`src/rtl/fifo_read_ctrl.sv`:
```
// Read-side master for the synchronous FIFO.
// Drains words through a 2-entry skid buffer onto a valid/ready stream.
module fifo_read_ctrl #(
  parameter int FIFO_WIDTH = 16,
  parameter int CNT_WIDTH  = 16
) (
  input  logic                  clk,
  input  logic                  rst_n,
  input  logic                  enable,
  output logic                  rd_en,
  input  logic [FIFO_WIDTH-1:0] data_out,
  input  logic                  empty,
  input  logic                  underflow,
  output logic [FIFO_WIDTH-1:0] m_data,
  output logic                  m_valid,
  input  logic                  m_ready,
  output logic                  busy,
  output logic [CNT_WIDTH-1:0]  rd_count,
  output logic                  underflow_err
);

  typedef enum logic [1:0] {
    IDLE = 2'd0,
    RUN  = 2'd1,
    STOP = 2'd2
  } state_t;

  state_t                state_q, state_d;
  logic [1:0]            occ_q, occ_d;
  logic                  head_q, head_d;
  logic                  tail_q, tail_d;
  logic [FIFO_WIDTH-1:0] buf_q [2];
  logic [FIFO_WIDTH-1:0] buf_d [2];
  logic                  inflight_q, inflight_d;
  logic [CNT_WIDTH-1:0]  cnt_q, cnt_d;
  logic                  err_q, err_d;

  logic       pop;
  logic       push;
  logic [2:0] pend;

  // Output stage, taken straight from the skid registers.
  always_comb begin
    m_valid       = (occ_q != 2'd0);
    m_data        = m_valid ? buf_q[head_q] : '0;
    busy          = (state_q != IDLE);
    rd_count      = cnt_q;
    underflow_err = err_q;
  end

  // Read issue: never let buffered plus in-flight words exceed two.
  always_comb begin
    pop  = m_valid & m_ready;
    push = inflight_q & ~underflow;
    pend = {1'b0, occ_q} + {2'b00, inflight_q} - {2'b00, pop};
    rd_en = rst_n & (state_q == RUN) & enable & ~empty & (pend < 3'd2);
  end

  // Next-state logic for the run/stop sequencer.
  always_comb begin
    state_d = state_q;
    unique case (state_q)
      IDLE: if (enable) state_d = RUN;
      RUN:  if (!enable) state_d = STOP;
      STOP: begin
        if (enable) state_d = RUN;
        else if (!inflight_q && occ_q == 2'd0) state_d = IDLE;
      end
      default: state_d = IDLE;
    endcase
  end

  // Skid buffer, counters and sticky error update.
  always_comb begin
    buf_d[0]   = buf_q[0];
    buf_d[1]   = buf_q[1];
    head_d     = head_q ^ pop;
    tail_d     = tail_q ^ push;
    occ_d      = occ_q + {1'b0, push} - {1'b0, pop};
    inflight_d = rd_en;
    cnt_d      = cnt_q;
    err_d      = err_q | (inflight_q & underflow);
    if (push) buf_d[tail_q] = data_out;
    if (pop && cnt_q != {CNT_WIDTH{1'b1}}) begin
      cnt_d = cnt_q + {{(CNT_WIDTH-1){1'b0}}, 1'b1};
    end
  end

  // State registers with synchronous active-low reset.
  always_ff @(posedge clk) begin
    if (!rst_n) begin
      state_q    <= IDLE;
      occ_q      <= 2'd0;
      head_q     <= 1'b0;
      tail_q     <= 1'b0;
      buf_q[0]   <= '0;
      buf_q[1]   <= '0;
      inflight_q <= 1'b0;
      cnt_q      <= '0;
      err_q      <= 1'b0;
    end else begin
      state_q    <= state_d;
      occ_q      <= occ_d;
      head_q     <= head_d;
      tail_q     <= tail_d;
      buf_q[0]   <= buf_d[0];
      buf_q[1]   <= buf_d[1];
      inflight_q <= inflight_d;
      cnt_q      <= cnt_d;
      err_q      <= err_d;
    end
  end

  a_no_overflow: assert property (
    @(posedge clk) disable iff (!rst_n) !(push && occ_q == 2'd2)
  );

endmodule
```
`config.mk`:
```
export PLATFORM = sky130hd
export DESIGN_NAME = fifo_read_ctrl
export DESIGN_NICKNAME = d
export VERILOG_FILES = /design/src/rtl/fifo_read_ctrl.sv
export SDC_FILE = /design/constraint.sdc
export NUM_CORES = 1
export LEC_CHECK = 0
export ABC_AREA = 1
export ABC_CLOCK_PERIOD_IN_PS = 3100
export CORE_MARGIN = 2
export CORE_UTILIZATION = 40
export CTS_BUF_LIST = sky130_fd_sc_hd__clkbuf_4 sky130_fd_sc_hd__clkbuf_8
export CTS_CLUSTER_SIZE = 16
export DETAILED_ROUTE_END_ITERATION = 10
export GPL_ROUTABILITY_DRIVEN = 0
export HOLD_SLACK_MARGIN = 0.02
export PLACE_DENSITY = 0.71
export SLEW_MARGIN = 20
export SYNTH_ARGS = -nofsm -noshare
export SYNTH_HDL_FRONTEND = slang
export SYNTH_SLANG_ARGS = --single-unit
```
`constraint.sdc`:
```
create_clock -name clk -period 3.1 [get_ports clk]
set_clock_uncertainty 0.05 [all_clocks]
set_input_delay 0.62 -clock clk [delete_from_list [all_inputs] [get_ports clk]]
set_output_delay 0.62 -clock clk [all_outputs]
set_load 0.02 [all_outputs]
```
After elaboration in Yosys (flattened, before gate mapping)
Memories as Yosys holds them, arrays and structs flattened. A register that Yosys moved wholly into a read port is not among the register bits.
Cells that the tools add are included.
{"block": "classes", "n_addsub": 5, "n_lt_le_gt_ge": 3, "n_eq_ne": 6, "mux": 15, "n_bitwise": 15, "reduce_logical": 9}
{"operator": "$mux W16", "n": 4}
{"operator": "$bwmux W32", "n": 1}
{"operator": "$mux W32", "n": 1}
{"operator": "$add A16 B1 Y16 const B", "n": 1}
{"operator": "$demux W16 S1", "n": 1}
{"operator": "$ne A16 B16 Y1 const B", "n": 1}
{"operator": "$mux W2", "n": 4}
{"operator": "$and A1 B1 Y1", "n": 7}
{"operator": "$pmux W2 S3", "n": 1}
{"operator": "$logic_not A2 Y1", "n": 2}
{"operator": "$ne A2 B2 Y1 const B", "n": 2}
{"operator": "$reduce_bool A2 Y1", "n": 2}
{"operator": "$add A2 B1 Y3", "n": 1}
{"operator": "$logic_and A1 B1 Y1", "n": 3}
{"operator": "$lt A3 B2 Y1 const B", "n": 1}
{"operator": "$mux W1", "n": 3}
{"operator": "$ne A3 B3 Y1 const B", "n": 1}
{"operator": "$or A1 B1 Y1", "n": 3}
{"operator": "$reduce_and A3 Y1", "n": 1}
{"operator": "$sub A3 B1 Y3", "n": 1}
{"operator": "$add A2 B1 Y2", "n": 1}
{"operator": "$eq A2 B1 Y1 const B", "n": 1}
{"operator": "$eq A2 B2 Y1 const B", "n": 1}
{"operator": "$ge A2 B2 Y1 const B", "n": 1}
{"operator": "other kinds (6)", "n": 8}
{"block": "word_totals", "regBits": 24, "ram_bits": 32, "output_inout_bits": 36, "n_memories": 1}
{"memory": "buf_q", "words": 2, "width": 16, "rd": 3, "rd_clocked_by_memory_dff": 1, "write_ports": 2, "line_no": "32", "source": "logic [FIFO_WIDTH-1:0] buf_q [2];"}

Longest topological paths before layout
Gate-level depths: netlist (run 1).
{"block": "depth", "ltp_word": 8, "depth_mapped": 10}

Least setup slack after synthesis (run 1)
Ideal clock, no wire load.
{"block": "synth_path", "kind": "in2out", "startpoint": "input port m_ready", "endpoint": "output port rd_en", "arrival_time_ns": 2.420, "path_slack_ns": 0.010, "path_stages": 8, "path_cell_list": "inv_1 nor2_8 inv_2 nor2_1 o21ai_0 fa_1 nand3_1 nor4_1"}
{"block": "synth_via", "elab_chain_len": 4}
{"element": "from (decl)", "line_no": "16", "source": "input logic m_ready,"}
{"element": "$and A1 B1 Y1", "line_no": "53", "source": "pop = m_valid & m_ready;"}
{"element": "$sub A3 B1 Y3", "line_no": "55", "source": "pend = {1'b0, occ_q} + {2'b00, inflight_q} - {2'b00, pop};"}
{"element": "$lt A3 B2 Y1", "line_no": "56", "source": "rd_en = rst_n & (state_q == RUN) & enable & ~empty & (pend < 3'd2);"}
{"element": "$and A1 B1 Y1", "line_no": "56"}
{"element": "to (decl)", "line_no": "10", "source": "output logic rd_en,"}
No other way between the ends.

Worst setup path after layout (run 1)
Same ends and word-level chain as after synthesis.

==> out/summary.md, run 1 <==
• mean instance size in the synthesized netlist: 6.78 sq um
• number of instances in the synthesized netlist: 398
• Via Count: 2693
• final critical-path share of the clock period: 0.944
• IO Count: 58
• switching component of the power: 653 uW
• capturing element type of the critical path: output pin
• Max Root-Sink Buffers: 2
• hold endpoint: head_q$_SDFF_PN0_
• Initial Utilization: 0.420
• top cells by area, synth: sky130_fd_sc_hd__dfxtp_1 (42%), sky130_fd_sc_hd__nor2_1 (14%), sky130_fd_sc_hd__nand2_1 (10%), sky130_fd_sc_hd__o21ai_0 (6.9%), sky130_fd_sc_hd__a21oi_1 (5.0%)
• Total Routing Usage GR: 0.187
• antenna violations before repair: 0
• First-pass DRT Iterations: 4
• area growth from synthesis to layout: 31.8%
• pwr dens: 558 nW/um^2
• routed vias/inst: 4.99
• number of flops mapped to enable cells by yosys: 0
• hpwl dp: 4340 microns
• CP Data Arrival Time: 2.26 ns
• clock insertion delay at the later pin of the skew report: 0.32 ns
• worst hold path cell count: 1
• iteration-0 DRC count of the detailed router: 152
• transition time at the pin with the least slew margin: 0.579 ns
• synthesized area: 2700 sq um
• area of the die: 7420 sq um
• Routed Antenna Nets: 0
• fraction of power spent switching nets: 0.329
• min-delay src: head_q$_SDFF_PN0_
• share of cells above drive strength 1: 0.0929
• Placement Rows: 29
• total power: 1.98 mW
• post-detailed-routing wire length: 6490 microns
• Leak: 1.52 nW
• die boundary height: 86.1 microns
• destination of the worst register-to-register timing path: occ_q[1]$_SDFF_PN0_
• CTS root buf: sky130_fd_sc_hd__clkbuf_8
• GRT Residual Overflow: 0
• synthesized netlist net count: 425
• post-place setup slack: -0.600 ns
• clock sinks: 57
• pin count of the biggest net entering global routing: 54
• final-layout fill cell count: 630
• distinct cell type count of the synthesized netlist: 27
• fin crit period: 2.93 ns
• R2R setup slack: 1.33 ns
• top flip-flop cell by instance count after synthesis: sky130_fd_sc_hd__dfxtp_1
• worst-case setup margin in the final layout: 0.175 ns
• Max VDD drop: 0.000371 V
• horizontal extent of the die: 86.1 microns
• RSZ-0062 raised after global routing: no
• final standard cell count with taps included and fillers excluded: 540
• number of remaining DRC errors: 0
• worst min-delay path category: reg2reg
• number of max-slew violations in the final report: 0
• clock transition at the register clock pins on the worst setup and hold paths after CTS: 0.06 ns
• Yosys reg bits: 57
• TritonCTS clock tree: built
• portion of total power attributed to combinational logic: 0.266
• maximum level of the CTS H-tree: 3
• Flop pwr share: 0.419
• max-cap violation count: 0
• fraction of the yosys area taken by sequential cells: 0.423
• number of setup violations in the final report: 0
• type of the worst setup path: in2out
• Required @ worst endpoint: 2.43 ns
• run status: complete, no violations
• share of the core filled with cells in the final layout: 0.554
• share of Yosys cell area claimed by the top area cell type: 0.423
• Peak Freq: 0.342 GHz
• placed cells: 525
• Final Hold Viols: 0
• internal power summed over all cells: 1.33 mW
• routed length per placed instance: 12.0 microns
• Warnings, synthesis: 0
• normalized max-slew margin: 0.614
• maximum fanout count along the critical path: 3
• proportion of power drawn by the clock network: 0.315
• r2r worst-path depth: 9
• post-synth top area cell: sky130_fd_sc_hd__dfxtp_1
• Std-Cell Core Area: 6420 sq um
• post-synthesis async set-or-reset flop share: 0
• worst flop-to-flop path startpoint: occ_q[0]$_SDFF_PN0_
• Num CTS Buffers: 9
• CP startpoint kind: primary input
• count of hold-fix buffers inserted at cts: 0
• NumNets Final: 486
• via count of the first global-routing pass: 2535
• number of buffer cells added on primary ports: 57
• first-pass GRT wire length: 11100 microns
• number of antenna cells inserted: 0
==> power groups by stage <==
stage	logic (mW)	registers, mW	clock network, mW
after global routing	0.583	0.837	0.673
after global placement	0.508	0.845	0
after CTS	0.533	0.831	0.646
final	0.527	0.831	0.626
after detailed placement	0.516	0.845	0
after floorplan	0.284	0.865	0
==> sequential cells by signal, indices dropped and copies added, names as in the netlist, named ones only <==
signal,cells
buf_q,32
rd_count,16
occ_q,2
state_q,2
head_q,1
inflight_q,1
tail_q,1
underflow_err,1
==> cells by family after synthesis <==
family,synth area share
xor gates and xnor gates,0.0162
AOI/OAI and AO/OA,0.121
and+or+nand+nor,0.338
buffers and inverters,0.0760
DFF,0.423
adders and majority gates,0.0260
==> routing by layer <==
layer / part of all wire / vias to the layer above / global-route usage / wire (microns)
met5: 0 / - / 0 / 0
met4: 0.015 / 0 / 0.0909 / 99
met3: 0.048 / 9 / 0.0308 / 311
met2: 0.47 / 62 / 0.307 / 3070
met1: 0.46 / 1235 / 0.238 / 3010
li1: - / 1387 / - / -
==> synth_stat cells, types with 3 or more instances <==
| master | n |
|---|---|
| sky130_fd_sc_hd__a21oi_1 | 27 |
| sky130_fd_sc_hd__clkbuf_1 | 12 |
| sky130_fd_sc_hd__dfxtp_1 | 57 |
| sky130_fd_sc_hd__ha_1 | 4 |
| sky130_fd_sc_hd__inv_1 | 32 |
| sky130_fd_sc_hd__inv_2 | 3 |
| sky130_fd_sc_hd__nand2_1 | 74 |
| sky130_fd_sc_hd__nand3_1 | 16 |
| sky130_fd_sc_hd__nand4_1 | 3 |
| sky130_fd_sc_hd__nor2_1 | 104 |
| sky130_fd_sc_hd__nor3_1 | 4 |
| sky130_fd_sc_hd__o21ai_0 | 37 |
| sky130_fd_sc_hd__xor2_1 | 4 |
==> layout by cell type (no fill, tap or decap) <==
cell type,synthesis,final
sky130_fd_sc_hd__a21oi_1,27,27
sky130_fd_sc_hd__buf_2,2,1
sky130_fd_sc_hd__buf_4,1,9
sky130_fd_sc_hd__clkbuf_8,0,12
sky130_fd_sc_hd__clkdlybuf4s50_1,0,55
sky130_fd_sc_hd__clkinv_2,0,3
sky130_fd_sc_hd__dfxtp_1,57,57
sky130_fd_sc_hd__dlygate4sd2_1,0,1
sky130_fd_sc_hd__fa_1,1,1
sky130_fd_sc_hd__ha_1,4,4
sky130_fd_sc_hd__inv_1,32,31
sky130_fd_sc_hd__inv_2,3,4
sky130_fd_sc_hd__nand2_1,74,74
sky130_fd_sc_hd__nand2_2,2,2
sky130_fd_sc_hd__nand2_4,1,1
sky130_fd_sc_hd__nand3_1,16,15
sky130_fd_sc_hd__nand3_2,2,3
sky130_fd_sc_hd__nand3b_1,2,2
sky130_fd_sc_hd__nand4_1,3,3
sky130_fd_sc_hd__nor2_1,104,103
sky130_fd_sc_hd__nor2_2,2,2
sky130_fd_sc_hd__nor2_4,2,3
sky130_fd_sc_hd__nor2_8,1,1
sky130_fd_sc_hd__nor3_1,4,4
sky130_fd_sc_hd__nor4_1,2,1
sky130_fd_sc_hd__nor4_2,0,1
sky130_fd_sc_hd__o21ai_0,37,36
sky130_fd_sc_hd__o21ai_1,1,1
sky130_fd_sc_hd__o21ai_2,0,1
sky130_fd_sc_hd__xnor2_1,1,1
sky130_fd_sc_hd__xor2_1,4,4
==> final cells by class <==
cell class | count | area, sq um | area share
inverters | 35 | 131 | 0.0369
flip-flops and latches | 57 | 1140 | 0.321
clock inverters | 3 | 15.0 | 0.00422
well taps | 77 | 96.3 | 0.0271
clock buffers | 12 | 165 | 0.0464
multi-input cells | 290 | 1380 | 0.387
repair buffers | 66 | 632 | 0.178
==> worst max path at each step <==
stage,startpoint,to,slack (ns)
after floorplan,m_ready,rd_en,0.01
after global placement,m_ready,rd_en,-0.60
after detailed placement,m_ready,rd_en,-0.60
after CTS,m_ready,rd_en,0.16
after global routing,m_ready,rd_en,0.05
final,m_ready,rd_en,0.17
==> critical path, stage by stage <==
cell	delay, ns
sky130_fd_sc_hd__dlygate4sd2_1	0.21
sky130_fd_sc_hd__inv_2	0.06
sky130_fd_sc_hd__nor2_8	0.11
sky130_fd_sc_hd__inv_2	0.06
sky130_fd_sc_hd__nor2_4	0.09
sky130_fd_sc_hd__o21ai_2	0.07
sky130_fd_sc_hd__fa_1	0.52
sky130_fd_sc_hd__nand3_2	0.07
sky130_fd_sc_hd__nor4_2	0.24
sky130_fd_sc_hd__buf_2	0.20
==> timing repair <==
action                                  4_1_cts  5_1_grt
setup buffers                                 0        0
endpoints found under the setup margin        1        0
resized for setup                            13        0
==> through the flow <==
| step | instance area, sq um | hold WS (ns) | setup TNS (ns) |
|---|---|---|---|
| floorplan | 2700 | 0.376 | 0 |
| global placement | 3360 | 0.387 | -0.595 |
| detailed placement | 3360 | 0.403 | -0.600 |
| CTS | 3560 | 0.410 | 0 |
| global route | 3560 | 0.430 | 0 |
| finish | 3560 | 0.412 | 0 |
No activity file was read; power rests on OpenSTA's default activity.
==> inputs of run 2 (changes only) <==
- CORE_MARGIN: 2 -> 4
==> run 2 against run 1 <==
  * Setup slack got worse by 0.040 ns
  * Fmax decreased by 1.3%
  * Critical path depth unchanged
  * Via count decreased by 1.1%
  * Global-route usage decreased by 2.0 points
  * Flip-flop and latch count unchanged
  * Worst hold slack improved by 0.0024 ns
  * Count of clock-buffer cells in the layout unchanged
  * Largest power group unchanged
  * Highest routed layer unchanged
==> out/summary.md, run 2 (same netlist as run 1, synthesis figures left out) <==
• chain of cells forming the critical path: dlygate4sd2_1, inv_2, nor2_8, inv_2, nor2_4, o21ai_2, fa_1, xor2_1, nor4_4, buf_4
• area occupied by multi-input gates: 1380 sq um, +0.64%
• fin crit period: 2.97 ns, +0.0399 ns
• portion of total power attributed to combinational logic: 0.261, -0.005
• category of cells accounting for the largest share of critical-path delay: buffers and inverters
• GRT Residual Overflow: 0, unchanged
• final standard cell count with taps included and fillers excluded: 543, +0.56%
• storage element area: 1140 sq um, unchanged
• RSZ-0062 raised after global routing: no
• Buf/Inv on CP: 4, unchanged
• switching component of the power: 667 uW, +2.1%
• Required @ worst endpoint: 2.43 ns, about the same
• clock insertion delay at the later pin of the skew report: 0.33 ns, about the same
• hpwl dp: 4460 microns, +2.7%
• count of hold-fix buffers inserted at cts: 0, unchanged
• internal power summed over all cells: 1.41 mW, +6.1%
• max-cap violation count: 0, unchanged
• final critical-path share of the clock period: 0.957, +0.0129
• post-place setup slack: -0.637 ns, -0.0367 ns
• Flop pwr share: 0.399, -0.020
• placed cells: 526, +0.19%
• First-pass DRT Iterations: 4, unchanged
• Top cell by count, worst path: sky130_fd_sc_hd__inv_2
• number of max-slew violations in the final report: 0, unchanged
• horizontal extent of the die: 90.1 microns, +4.6%
• Final Hold Viols: 0, unchanged
• clock transition at the register clock pins on the worst setup and hold paths after CTS: 0.07 ns, about the same
• Leak: 1.54 nW, +1.4%
• clock sinks: 57, unchanged
• CP startpoint kind: primary input
• worst min-delay path category: reg2reg
• area of the die: 8130 sq um, +9.5%
• fraction of power spent switching nets: 0.321, -0.00846
• post-detailed-routing wire length: 6650 microns, +2.5%
• routed length per placed instance: 12.3 microns, +1.9%
• capturing element type of the critical path: output pin
• number of setup violations in the final report: 0, unchanged
• flip-flop count of the largest register, all copies and words added: 32, unchanged
• Initial Utilization: 0.418, -0.00236
• register with the most flip-flops: buf_q
• Placement Rows: 29, unchanged
• pwr dens: 576 nW/um^2, +3.2%
• Total Routing Usage GR: 0.167, -0.0200
• first-pass GRT wire length: 11300 microns, +1.7%
• antenna violations before repair: 0, unchanged
• transition time at the pin with the least slew margin: 0.590 ns, +0.0109 ns
• IO Count: 58, unchanged
• TritonCTS clock tree: built
• NumNets Final: 489, +0.62%
• critical path's largest stage delay: 0.40 ns, -0.12 ns
• commonest cells after routing, fill and taps aside: sky130_fd_sc_hd__nor2_1 (103), sky130_fd_sc_hd__nand2_1 (74), sky130_fd_sc_hd__dfxtp_1 (57)
• iteration-0 DRC count of the detailed router: 142, -6.6%
• die boundary height: 90.1 microns, +4.6%
• normalized max-slew margin: 0.606, -0.00725
• worst-case setup margin in the final layout: 0.135 ns, -0.0399 ns
• number of buffer cells added on primary ports: 57, unchanged
• commonest non-fill, non-tap cell in the layout: sky130_fd_sc_hd__nor2_1
• total negative slack: 0 ns, unchanged
• run status: complete, no violations
• number of remaining DRC errors: 0, unchanged
• Std-Cell Core Area: 6460 sq um, +0.56%
• Max VDD drop: 0.000461 V, +24%
• R2R setup slack: 0.87 ns, -0.46 ns
• via count of the first global-routing pass: 2536, +0.039%
• type of the worst setup path: in2out
• final-layout fill cell count: 648, +2.9%
• area growth from synthesis to layout: 33.7%
• Num CTS Buffers: 9, unchanged
• number of antenna cells inserted: 0, unchanged
• proportion of power drawn by the clock network: 0.340, +0.025
• master of the slowest instance on the critical path: sky130_fd_sc_hd__fa_1
• maximum level of the CTS H-tree: 3, unchanged
• Max Root-Sink Buffers: 2, unchanged
• CTS root buf: sky130_fd_sc_hd__clkbuf_8
• Via Count: 2663, -1.1%
• CP Data Arrival Time: 2.30 ns, +0.04 ns
• Peak Freq: 0.337 GHz, -1.3%
• pin count of the biggest net entering global routing: 54, unchanged
• Routed Antenna Nets: 0, unchanged
• maximum fanout count along the critical path: 4, +1
• share of cells above drive strength 1: 0.0987, +0.00584
• routed vias/inst: 4.90, -1.7%
-- run 2: area by class of cell --
cell class	instances	share of cell area
timing repair buffer	69	0.182
inverter	35	0.0364
clock buffer	12	0.0440
clock inverter	3	0.0111
sequential	57	0.316
tap	77	0.0267
multi-input combinational	290	0.383
-- run 2: power by group through the flow --
stage | Combinational [mW] | Sequential (mW) | Clock [mW]
finish | 0.542 | 0.830 | 0.707
detailed placement | 0.516 | 0.846 | 0
CTS | 0.536 | 0.831 | 0.719
floorplan | 0.284 | 0.865 | 0
global placement | 0.511 | 0.843 | 0
global route | 0.594 | 0.839 | 0.750
-- run 2: worst paths after layout --
| kind | start | to | depth (start not counted) |
|---|---|---|---|
| worst min register to register | head_q$_SDFF_PN0_ | head_q$_SDFF_PN0_ | 1 |
| worst max-delay path | m_ready | rd_en | 10 |
| worst max register to register | occ_q[0]$_SDFF_PN0_ | inflight_q$_SDFF_PN0_ | 11 |
| worst min-delay path | head_q$_SDFF_PN0_ | head_q$_SDFF_PN0_ | 1 |
-- run 2: worst register-to-register path, stage by stage, from the launching register on --
cell                      delay, ns
sky130_fd_sc_hd__dfxtp_1       0.42
sky130_fd_sc_hd__nor2_4        0.08
sky130_fd_sc_hd__nor2_8        0.10
sky130_fd_sc_hd__inv_2         0.06
sky130_fd_sc_hd__nor2_4        0.10
sky130_fd_sc_hd__o21ai_2       0.07
sky130_fd_sc_hd__fa_1          0.52
sky130_fd_sc_hd__nand3_2       0.09
sky130_fd_sc_hd__buf_4         0.15
sky130_fd_sc_hd__buf_4         0.12
sky130_fd_sc_hd__buf_4         0.12
sky130_fd_sc_hd__nor4_1        0.24
-- run 2: repair_timing --
action                                  4_1_cts  5_1_grt
buffers inserted                              1        1
endpoints found under the setup margin        1        1
resized for setup                            13        2
pin swaps                                     3        1
-- run 2: through the flow --
step           instance area, sq um  power, mW   util  hold slack (ns)
2_1_floorplan                  2700       1.15      -            0.376
3_3_place_gp                   3370       1.35  0.521            0.388
3_5_place_dp                   3370       1.36  0.521            0.397
4_1_cts                        3590       2.09  0.556            0.411
5_1_grt                        3610       2.18  0.559            0.438
6_report                       3610       2.08  0.559            0.414
-- run 2: routing by layer --
layer	part of all wire	track usage
met5	0	0
met4	0.011	0.0689
met3	0.063	0.0459
met2	0.46	0.275
met1	0.46	0.205
==> inputs of run 3 (changes only) <==
- REMOVE_ABC_BUFFERS: not set -> 1
==> run 3 against run 2 <==
  * Utilization fell by 0.078 points
  * Flip-flop and latch count did not move
  * Die area did not move
  * Fmax rose by 0.36%
==> out/summary.md, run 3 (same netlist as run 1, synthesis figures left out) <==
• CP Data Arrival Time: 2.28 ns, -0.02 ns
• routed length per placed instance: 12.1 microns, -1.6%
• Peak Freq: 0.338 GHz, +0.36%
• Routed Antenna Nets: 0, unchanged
• TritonCTS clock tree: built
• share of cells above drive strength 1: 0.0948, -0.00388
• number of remaining DRC errors: 0, unchanged
• maximum level of the CTS H-tree: 3, unchanged
• area of the die: 8130 sq um, unchanged
• clock insertion delay at the later pin of the skew report: 0.33 ns, about the same
• run status: complete, no violations
• clock transition at the register clock pins on the worst setup and hold paths after CTS: 0.07 ns, about the same
• Placement Rows: 29, unchanged
• commonest non-fill, non-tap cell in the layout: sky130_fd_sc_hd__nor2_1
• final critical-path share of the clock period: 0.953, -0.00341
• number of max-slew violations in the final report: 0, unchanged
• placed standard-cell area: 3360 sq um, -0.22%
• area occupied by multi-input gates: 1380 sq um, -0.63%
• Std-Cell Core Area: 6460 sq um, unchanged
• first-pass GRT wire length: 11100 microns, -2.0%
• count of hold-fix buffers inserted at cts: 0, unchanged
• transition time at the pin with the least slew margin: 0.557 ns, -0.0325 ns
• normalized max-slew margin: 0.628, +0.0217
• Max Root-Sink Buffers: 2, unchanged
• Initial Utilization: 0.418, unchanged
• register with the most flip-flops: buf_q
• NumNets Final: 486, -0.61%
• number of buffer cells added on primary ports: 57, unchanged
• area growth from synthesis to layout: 33.5%
• final standard cell count with taps included and fillers excluded: 541, -0.37%
• routed vias/inst: 4.94, +0.75%
• number of antenna cells inserted: 0, unchanged
• capturing element type of the critical path: output pin
• pwr dens: 593 nW/um^2, +2.9%
• flip-flop count of the largest register, all copies and words added: 32, unchanged
• worst min-delay path category: reg2reg
• Max VDD drop: 0.000329 V, -29%
• Num CTS Buffers: 9, unchanged
• maximum fanout count along the critical path: 3, -1
• storage element area: 1140 sq um, unchanged
• hpwl dp: 4430 microns, -0.53%
• type of the worst setup path: in2out
• Total Routing Usage GR: 0.164, -0.00296
• fin crit period: 2.95 ns, -0.0106 ns
• Leak: 1.54 nW, -0.46%
• First-pass DRT Iterations: 5, +1
• GRT Residual Overflow: 0, unchanged
• number of setup violations in the final report: 0, unchanged
• commonest cells after routing, fill and taps aside: sky130_fd_sc_hd__nor2_1 (103), sky130_fd_sc_hd__nand2_1 (74), sky130_fd_sc_hd__dfxtp_1 (57)
• placed cells: 525, -0.19%
• max-cap violation count: 0, unchanged
• Required @ worst endpoint: 2.43 ns, about the same
• via count of the first global-routing pass: 2543, +0.28%
• Final Hold Viols: 0, unchanged
• worst hold slack across all endpoints: 0.408 ns, -0.00594 ns
• final-layout fill cell count: 619, -4.5%
• CP startpoint kind: primary input
• Via Count: 2673, +0.38%
• pin count of the biggest net entering global routing: 54, unchanged
• iteration-0 DRC count of the detailed router: 103, -27%
• die boundary height: 90.1 microns, unchanged
• IO Count: 58, unchanged
• antenna violations before repair: 0, unchanged
• final instance area: 3600 sq um, -0.14%
• post-detailed-routing wire length: 6520 microns, -2.0%
• horizontal extent of the die: 90.1 microns, unchanged
• RSZ-0062 raised after global routing: no
• CTS root buf: sky130_fd_sc_hd__clkbuf_8
• clock sinks: 57, unchanged
==> run 3: cell count changes in the layout (fill, tap and decap cells not counted), sizes merged <==
cell,previous run,this run
clkbuf,12,10
inv,35,36
bufinv,1,2
clkinvlp,0,1
buf,13,10
==> run 3: what timing repair did <==
item	in CTS	in global routing
endpoints found under the setup margin	1	0
resized for setup	13	0
setup buffers	0	0
hold endpoints to repair	0	0
==> run 3: layout make-up <==
class / count / share of cell area
Sequential cell: 57 / 0.317
Multi-Input combinational cell: 290 / 0.382
Inverter: 35 / 0.0365
Clock inverter: 6 / 0.0250
Timing Repair Buffer: 66 / 0.175
Tap cell: 77 / 0.0267
Clock buffer: 10 / 0.0382
==> run 3: power by group <==
part	total, mW	switching [mW]	leakage [nW]	internal [mW]
Combinational	0.525	0.320	0.965	0.205
Clock	0.784	0.307	0.113	0.477
Sequential	0.828	0.0477	0.460	0.781
==> run 3: worst paths after layout <==
check | endpoint | cells after the start | slack [ns] | from
max | rd_en | 9 | 0.15 | m_ready
min | flip-flop | 1 | 0.41 | head_q$_SDFF_PN0_
max reg2reg | buf_q[1][10]$_SDFFE_PN0P_ | 7 | 1.29 | inflight_q$_SDFF_PN0_
min reg2reg | flip-flop | 1 | 0.41 | head_q$_SDFF_PN0_
==> run 3: critical path: stages <==
cell	delay [ns]
sky130_fd_sc_hd__dlygate4sd2_1	0.24
sky130_fd_sc_hd__inv_2	0.09
sky130_fd_sc_hd__nor2_8	0.05
sky130_fd_sc_hd__nor2_1	0.12
sky130_fd_sc_hd__o21ai_2	0.08
sky130_fd_sc_hd__fa_1	0.53
sky130_fd_sc_hd__nand3_2	0.08
sky130_fd_sc_hd__nor4_2	0.27
sky130_fd_sc_hd__buf_2	0.20
==> run 3: per-layer routing <==
layer  track usage  up-vias  routed length [microns]
li1              -     1388                        -
met1         0.202     1212                     3030
met2         0.271       63                     3090
met3        0.0359       10                      299
met4        0.0778        0                      104
met5             0        -                        0
==> run 3: stage by stage <==
stage	TNS [ns]	setup slack [ns]	util	power [mW]
after CTS	0	0.123	0.558	2.16
final	0	0.145	0.558	2.14
after global placement	-0.571	-0.571	0.520	1.35
after detailed placement	-0.621	-0.621	0.520	1.36
after global routing	0	0.0414	0.558	2.25
after floorplan	-0.0598	-0.0598	-	1.12
